--- src/rtl/bar_pattern_gen_multi.sv ---
// rtl/bar_pattern_gen_multi.sv - four-mode VGA test pattern generator (bars, ramp, checker, scrolling bars)
// Registered RGB output, one pixel clock behind the vga_hc/vga_vc counters.
module bar_pattern_gen_multi #(
   parameter int H_SIZE        = 10,
   parameter int V_SIZE        = 10,
   parameter int H_DISPLAY     = 640,
   parameter int V_DISPLAY     = 480,
   parameter int RGB_W         = 10,
   parameter int NUM_BARS      = 8,
   parameter int CHECK_LOG2    = 5,
   parameter int SCROLL_FRAMES = 30
) (
   input  logic              pixel_clk,
   input  logic              reset_n,
   input  logic [H_SIZE-1:0] vga_hc,
   input  logic [V_SIZE-1:0] vga_vc,
   input  logic [1:0]        mode,
   output logic [1:0]        mode_active,
   output logic [15:0]       frame_cnt,
   output logic [RGB_W-1:0]  vga_r,
   output logic [RGB_W-1:0]  vga_g,
   output logic [RGB_W-1:0]  vga_b
);

   localparam int BAR_W = H_DISPLAY / NUM_BARS;
   localparam int BP_W  = $clog2(BAR_W + 1);
   localparam int BI_W  = (NUM_BARS > 1) ? $clog2(NUM_BARS) : 1;
   localparam int SD_W  = $clog2(SCROLL_FRAMES + 1);
   localparam int F_INT = (2 ** RGB_W) - 1;
   localparam logic [RGB_W-1:0] F = '1;

   logic [BP_W-1:0]  bar_pix_q, bar_pix_d;
   logic [BI_W-1:0]  bar_idx_q, bar_idx_d;
   logic [BI_W-1:0]  scroll_idx_q, scroll_idx_d;
   logic [SD_W-1:0]  scroll_div_q, scroll_div_d;
   logic [1:0]       mode_active_q, mode_active_d;
   logic [15:0]      frame_cnt_q, frame_cnt_d;
   logic             seen_first_q, seen_first_d;
   logic [RGB_W-1:0] r_q, r_d, g_q, g_d, b_q, b_d;

   logic            frame_start;
   logic [BI_W-1:0] cur_bar;
   logic [BI_W:0]   color_sum;
   logic [2:0]      cidx;
   logic [2:0]      bar_rgb;
   logic [RGB_W-1:0] ramp;

   always_comb begin
      bar_pix_d     = bar_pix_q;
      bar_idx_d     = bar_idx_q;
      scroll_idx_d  = scroll_idx_q;
      scroll_div_d  = scroll_div_q;
      mode_active_d = mode_active_q;
      frame_cnt_d   = frame_cnt_q;
      seen_first_d  = seen_first_q;
      r_d           = '0;
      g_d           = '0;
      b_d           = '0;
      bar_rgb       = 3'b000;
      ramp          = '0;

      frame_start = (vga_hc == '0) && (vga_vc == '0);

      // Tracker state at cycle hc holds the bar of pixel hc; hc==0 is forced to bar 0.
      if (vga_hc == '0) begin
         bar_pix_d = BP_W'(1);
         bar_idx_d = '0;
      end else if (bar_pix_q == BP_W'(BAR_W - 1)) begin
         bar_pix_d = '0;
         if (bar_idx_q != BI_W'(NUM_BARS - 1)) begin
            bar_idx_d = bar_idx_q + 1'b1;
         end
      end else begin
         bar_pix_d = bar_pix_q + 1'b1;
      end

      if (frame_start) begin
         mode_active_d = mode;
         seen_first_d  = 1'b1;
         if (seen_first_q) begin
            frame_cnt_d = frame_cnt_q + 16'd1;
         end
         if (scroll_div_q == SD_W'(SCROLL_FRAMES - 1)) begin
            scroll_div_d = '0;
            scroll_idx_d = (scroll_idx_q == BI_W'(NUM_BARS - 1)) ? '0 : scroll_idx_q + 1'b1;
         end else begin
            scroll_div_d = scroll_div_q + 1'b1;
         end
      end

      cur_bar   = (vga_hc == '0) ? '0 : bar_idx_q;
      color_sum = {1'b0, cur_bar} + ((mode_active_d == 2'd3) ? {1'b0, scroll_idx_d} : '0);
      if (color_sum >= (BI_W + 1)'(NUM_BARS)) begin
         color_sum = color_sum - (BI_W + 1)'(NUM_BARS);
      end
      cidx = 3'(color_sum);

      case (cidx)
         3'd0:    bar_rgb = 3'b111;
         3'd1:    bar_rgb = 3'b110;
         3'd2:    bar_rgb = 3'b011;
         3'd3:    bar_rgb = 3'b010;
         3'd4:    bar_rgb = 3'b101;
         3'd5:    bar_rgb = 3'b100;
         3'd6:    bar_rgb = 3'b001;
         default: bar_rgb = 3'b000;
      endcase

      ramp = (32'(vga_hc) > F_INT) ? F : RGB_W'(vga_hc);

      case (mode_active_d)
         2'd1: begin
            r_d = ramp;
            g_d = ramp;
            b_d = ramp;
         end
         2'd2: begin
            r_d = (vga_hc[CHECK_LOG2] ^ vga_vc[CHECK_LOG2]) ? F : '0;
            g_d = r_d;
            b_d = r_d;
         end
         default: begin
            r_d = bar_rgb[2] ? F : '0;
            g_d = bar_rgb[1] ? F : '0;
            b_d = bar_rgb[0] ? F : '0;
         end
      endcase

      if ((32'(vga_hc) >= H_DISPLAY) || (32'(vga_vc) >= V_DISPLAY)) begin
         r_d = '0;
         g_d = '0;
         b_d = '0;
      end
   end

   always_ff @(posedge pixel_clk) begin
      if (!reset_n) begin
         bar_pix_q     <= '0;
         bar_idx_q     <= '0;
         scroll_idx_q  <= '0;
         scroll_div_q  <= '0;
         mode_active_q <= '0;
         frame_cnt_q   <= '0;
         seen_first_q  <= 1'b0;
         r_q           <= '0;
         g_q           <= '0;
         b_q           <= '0;
      end else begin
         bar_pix_q     <= bar_pix_d;
         bar_idx_q     <= bar_idx_d;
         scroll_idx_q  <= scroll_idx_d;
         scroll_div_q  <= scroll_div_d;
         mode_active_q <= mode_active_d;
         frame_cnt_q   <= frame_cnt_d;
         seen_first_q  <= seen_first_d;
         r_q           <= r_d;
         g_q           <= g_d;
         b_q           <= b_d;
      end
   end

   assign mode_active = mode_active_q;
   assign frame_cnt   = frame_cnt_q;
   assign vga_r       = r_q;
   assign vga_g       = g_q;
   assign vga_b       = b_q;

endmodule

--- config.mk ---
export PLATFORM = sky130hd
export DESIGN_NAME = bar_pattern_gen_multi
export DESIGN_NICKNAME = d
export VERILOG_FILES = /design/src/rtl/bar_pattern_gen_multi.sv
export SDC_FILE = /design/constraint.sdc
export NUM_CORES = 1
export LEC_CHECK = 0
export CAP_MARGIN = 20
export CORE_UTILIZATION = 30
export DETAILED_ROUTE_END_ITERATION = 12
export SLEW_MARGIN = 20
export SYNTH_ARGS = -nofsm -noshare
export SYNTH_HDL_FRONTEND = slang
export SYNTH_SLANG_ARGS = --single-unit
--- constraint.sdc ---
create_clock -name pixel_clk -period 7.4 [get_ports pixel_clk]
set_clock_uncertainty 0.2 [all_clocks]
set_input_delay 1.11 -clock pixel_clk [delete_from_list [all_inputs] [get_ports pixel_clk]]
set_output_delay 1.11 -clock pixel_clk [all_outputs]
set_load 0.02 [all_outputs]
# Word-level counts from Yosys, hierarchy flattened
# Cells that the tools add are included.
[totals]
ff_bits = 67
memories = 0
word_cells = 64
out_inout_bits = 48
ram_bits = 0
input_bits = 24
latchBits = 0
mem_bits_ro = 0
[classes]
div_mod_pow = 0
shift = 0
n_reduce_logical = 10
mul = 0
eq_ne = 13
mux = 18
bitwise_logic = 2
n_addsub = 7
magnitude_cmp = 3
[ops]
columns = ["operator", "n"]
rows = [
  ["10-bit one-hot mux with 2 select lines", 3],
  ["10-bit two-way mux", 4],
  ["3-bit one-hot mux with 7 select lines", 1],
  ["10-bit logical NOT", 2],
  ["3-bit two-way mux", 6],
  ["16-bit by 1-bit adder with 16-bit output (second input constant)", 1],
  ["3-bit == test (second input constant)", 4],
  ["10-bit >= comparator (second input constant)", 1],
  ["10-bit by 9-bit >= comparator with 1-bit output (second input constant)", 1],
  ["7-bit by 1-bit adder with 7-bit output (second input constant)", 1],
  ["7-bit == test (second input constant)", 1],
  ["3-bit by 1-bit adder with 3-bit output (second input constant)", 2],
  ["3-bit by 2-bit == test with 1-bit output (second input constant)", 2],
  ["5-bit by 1-bit adder with 5-bit output (second input constant)", 1],
  ["5-bit == test (second input constant)", 1],
  ["5-bit two-way mux", 1],
  ["3-bit by 3-bit adder with 4-bit output", 1],
  ["2-bit == test (second input constant)", 2],
  ["4-bit >= comparator (second input constant)", 1],
  ["2-bit AND reduction", 2],
  ["2-bit OR reduction", 2],
  ["3-bit by 1-bit == test with 1-bit output (second input constant)", 1],
  ["3-bit logical NOT", 1],
  ["3-bit != test (second input constant)", 1],
  ["other kinds (9)", 10],
]

# Depth between registers and ports, before layout
[depth]
ltp_word = 12
depth_mapped = 15
ltp_nobuf = 13

# Worst setup path after synthesis
# OpenSTA, ideal clock, no wires.
[synth_path]
kind = "input port to flip-flop"
from = "input port vga_hc[1]"
to = "register r_q[0], in the netlist vga_r[0]"
setup_ns = 0.143
path_slack_ns = 2.588
arrival_ns = 4.469
cell_stages = 13
required_ns = 7.057
n_path_buf = 1
cell_sequence = "or4_1 -> or4_4 -> clkbuf_1 -> nor2_1 -> mux2i_1 -> inv_1 -> ha_1 -> and2_1 -> ha_1 -> inv_1 -> fa_1 -> o21ai_1 -> a21oi_1"
[synth_via]
elab_chain_len = 12
word_cells_on_any_way = 26
[synth_lines]
columns = ["element", "line", "source"]
rows = [
  ["start, declared", "15", "input logic [H_SIZE-1:0] vga_hc,"],
  ["10-bit logical NOT (*)", "62", "frame_start = (vga_hc == '0) && (vga_vc == '0);"],
  ["1-bit logical AND (*)", "62", ""],
  ["2-bit two-way mux (*)", "77", "if (frame_start) begin"],
  ["via mode_active_d[0]", "36", "logic [1:0] mode_active_q, mode_active_d;"],
  ["2-bit == test", "92", "color_sum = {1'b0, cur_bar} + ((mode_active_d == 2'd3) ? {1'b0, scroll_idx_d} : '0);"],
  ["3-bit two-way mux", "92", ""],
  ["3-bit by 3-bit adder with 4-bit output", "92", ""],
  ["4-bit >= comparator / 3-bit by 1-bit subtractor with 3-bit output (equally long branches)", "93, 94", ""],
  ["3-bit two-way mux", "93", "if (color_sum >= (BI_W + 1)'(NUM_BARS)) begin"],
  ["3-bit == test, or another cell as far along", "98", "case (cidx)"],
  ["3-bit one-hot mux with 7 select lines", "98", ""],
  ["10-bit two-way mux", "123", "r_d = bar_rgb[2] ? F : '0;"],
  ["10-bit one-hot mux with 2 select lines (*)", "111", "case (mode_active_d)"],
  ["end signal, assigned", "156", "r_q <= r_d;"],
  ["end, declared", "39", "logic [RGB_W-1:0] r_q, r_d, g_q, g_d, b_q, b_d;"],
]
# The timed path passes the listed nets; every way through them passes the cells marked *.
# A chain may end at the register's enable or synchronous reset.

# Worst setup path after layout
[layout_path]
from = "input port vga_hc[1]"
to = "register r_q[3], in the netlist vga_r[3]"
# The elaborated chain is that of the path after synthesis.

==> impl_metrics.ini <==
[die]
die_footprint_mm2 = 0.009899
pin_count = 72
std_cell_rows = 35
dieHeight_um = 99.50
chipWidth_um = 99.50
initial_core_util = 0.3086
coreArea_mm2 = 0.009240

[synth]
ys_top_cells_by_count = dfxtp_1, a21oi_1, nor2_1, nand2_1, xnor2_1
cell_count_after_synthesis = 318
synth_largest_area_cell = dfxtp_1
syn-mean-instance-area_um2 = 8.967
yosys_register_bits = 67
yosys.area.top_type_share = 0.4704
synth_warnings = 0
most_frequent_cell_after_synthesis = dfxtp_1
synth_nets = 355
ys_seq_area_frac = 0.4704
number_of_synthesized_flops_with_an_enable_pin = 0
dominantRegCellSynth = dfxtp_1
synthDistinctLibCells = 41
syn_area_mm2 = 0.002851
postSynth.asyncResetShare = 0
synth.area.top_cells = dfxtp_1, a21oi_1, ha_1

[clock_network]
cts_repair_resize_count = 0
cts_setup_buffers = 0
cts_max_level = 3
cts_tree = yes
worstSkewPairLatency_ns = 0.34
cts_buffers = 9
cts.sinks = 67
clock_tree.root_cell = clkbuf_8
cts_buffer_depth = 2
path_clk_slew_ns = 0.08
cts_hold_buf = 0

[critical_path]
crit_buf_inv = 3
critical_path.endpoint_type = flop
cp_top_family = simple AND/OR/NAND/NOR gates
crit_path_top_delay_cell = or4_4
cp_slowest_stage_delay_ns = 0.65
startpoint_type = primary input
critical_path_arrival_ns = 5.36
timing.critical_path.required_ns = 7.39
criticalPathCategory = primary input to flop
critical_path.max_fanout = 23
path_cells = clkdlybuf4s50_1, or4_1, or4_4, nor2_1, mux2i_1, inv_1, ha_1, and2_1, ha_1, inv_1, fa_1, o21ai_1, a21oi_1

[global_routing]
vias_in_the_first_global_route = 2341
global_route.overflow_total = 0
grt_pass1_wl_um = 11260
grt_antenna_before_repair = 0
aggregate_global_route_resource_usage = 0.1448
maximum_number_of_pins_on_one_net_before_global_route_repair = 26

[run_status]
status = complete, no violations

[finish]
area_growth_pct = 34.53
layout.core_utilization = 0.4152
share_of_layout_cells_above_drive_strength_1 = 0.05155
post-route-cell-area_mm2 = 0.003836
layout.filler_cells = 907
antenna_cells = 0
finalNetCount = 420

[timing]
final-hold-violation-count = 0
finalHoldWorstSlack_ns = 0.2883
min_period_over_period = 0.7247
finalSetupViolCount = 0
rsz_0062_raised_after_global_routing = no
tns_ns = 0
clock.fmax_mhz = 186.5
timing_worst_slew_pin_value_ns = 0.7877
layout_min_cycle_time_ns = 5.363
slew_headroom = 0.4743
finalMaxSlewViolations = 0

[power]
p_per_area_mw_per_mm2 = 183.2
peak_vdd_ir_mv = 0.07014
cellLeakagePower_nw = 1.331

[placed_design]
io_buffers = 71
post_dp_cell_area_mm2 = 0.003661
detailedPlacementHpwl_um = 5053
globalplace.congestion = 0.8199

[detailed_routing]
detail_route.wirelength_um = 6760
detail_route.first_pass.iterations = 4
detail_route.iter0.violations = 77
drc_errors = 0
final_antenna_net_count = 0
wire_per_inst_um = 13.08
via_per_inst = 4.760
dr_total_vias = 2461

[job]
max_cap_violations = 0

[min_path]
worstHoldPathType = flop to flop
-- cells in the final DEF (no fill, tap or decap), drive strengths merged, types with 2 or more instances in the layout --
cell type      netlist  layout
a21oi               41      41
and2                 4       4
and3                 2       2
and4                 4       4
clkbuf              16       9
clkdlybuf4s50        0      71
clkinv               0       2
clkinvlp             0       2
dfxtp               67      67
ha                  12      12
inv                  9      12
mux2i                6       6
nand2               23      23
nand2b               3       3
nand3               11      11
nand4                7       7
nor2                33      33
nor3                 2       2
nor4                12      12
o211ai              11      11
o21ai               10      10
o31ai                2       2
or3                  4       4
or4                  5       5
xnor2               16      16
xor2                 3       3
-- power by group --
group	total [W]	internal [W]	switching, W
registers	0.000373	0.000370	0.00000318
logic	0.0000578	0.0000298	0.0000279
clock network	0.000272	0.000124	0.000148
-- worst paths after layout --
kind,startpoint,end,slack [ns],cells after the start
min,frame_cnt[15]$_SDFFE_PN0P_,frame_cnt[15]$_SDFFE_PN0P_,0.29,2
max,vga_hc[1],vga_r[3]$_SDFF_PP0_,2.04,13
max reg2reg,scroll_div_q[0]$_SDFFE_PN0N_,vga_r[3]$_SDFF_PP0_,3.92,10
min reg2reg,frame_cnt[15]$_SDFFE_PN0P_,frame_cnt[15]$_SDFFE_PN0P_,0.29,2
-- cells by family after synthesis --
family	count (synthesis)	synth area share
muxes	7	0.02501
and+or+nand+nor	116	0.2111
AOI/OAI and AO/OA	70	0.1409
buffers and inverters	26	0.03466
DFF	67	0.4704
xor gates and xnor gates	19	0.05836
adders and majority gates	13	0.05967
-- flip-flops by register name, summed over array words and instances (netlist names) --
signal and count:
scroll_idx_q 3, frame_cnt 16, scroll_div_q 5, seen_first_q 1, vga_r 10, vga_b 10
bar_pix_q 7, bar_idx_q 3, mode_active 2, vga_g 10
-- per-stage QoR --
step,setup WS [ns],power (W),instances
5_1_grt,1.636,0.0007358,517
3_5_place_dp,1.697,0.0004399,501
6_report,2.037,0.0007028,517
4_1_cts,2.073,0.0007114,517
3_3_place_gp,1.839,0.0004394,501
2_1_floorplan,2.588,0.0004045,318
-- tightest hold or removal path: stages (launching register included) --
cell,delay [ns]
dfxtp_1,0.32
o31ai_1,0.07
a21oi_1,0.06
-- per-layer routing --
layer,GRT usage,wire (um),part of all wire,vias to the layer above
met5,0,0,0,-
met4,0.06787,108,0.016,0
met3,0.02460,202,0.030,10
met2,0.2260,3129,0.46,46
met1,0.1949,3319,0.49,1143
li1,-,-,-,1262
-- layout make-up --
cell class	instances	area, um2	area share
multi-input combinational	225	1414	0.3686
clock buffer	9	123.9	0.03229
inverter	9	33.78	0.008806
tap	129	161.4	0.04207
clock inverter	7	51.30	0.01337
sequential	67	1341	0.3496
timing repair buffer	71	710.7	0.1853
No activity file was read; power rests on OpenSTA's default activity.
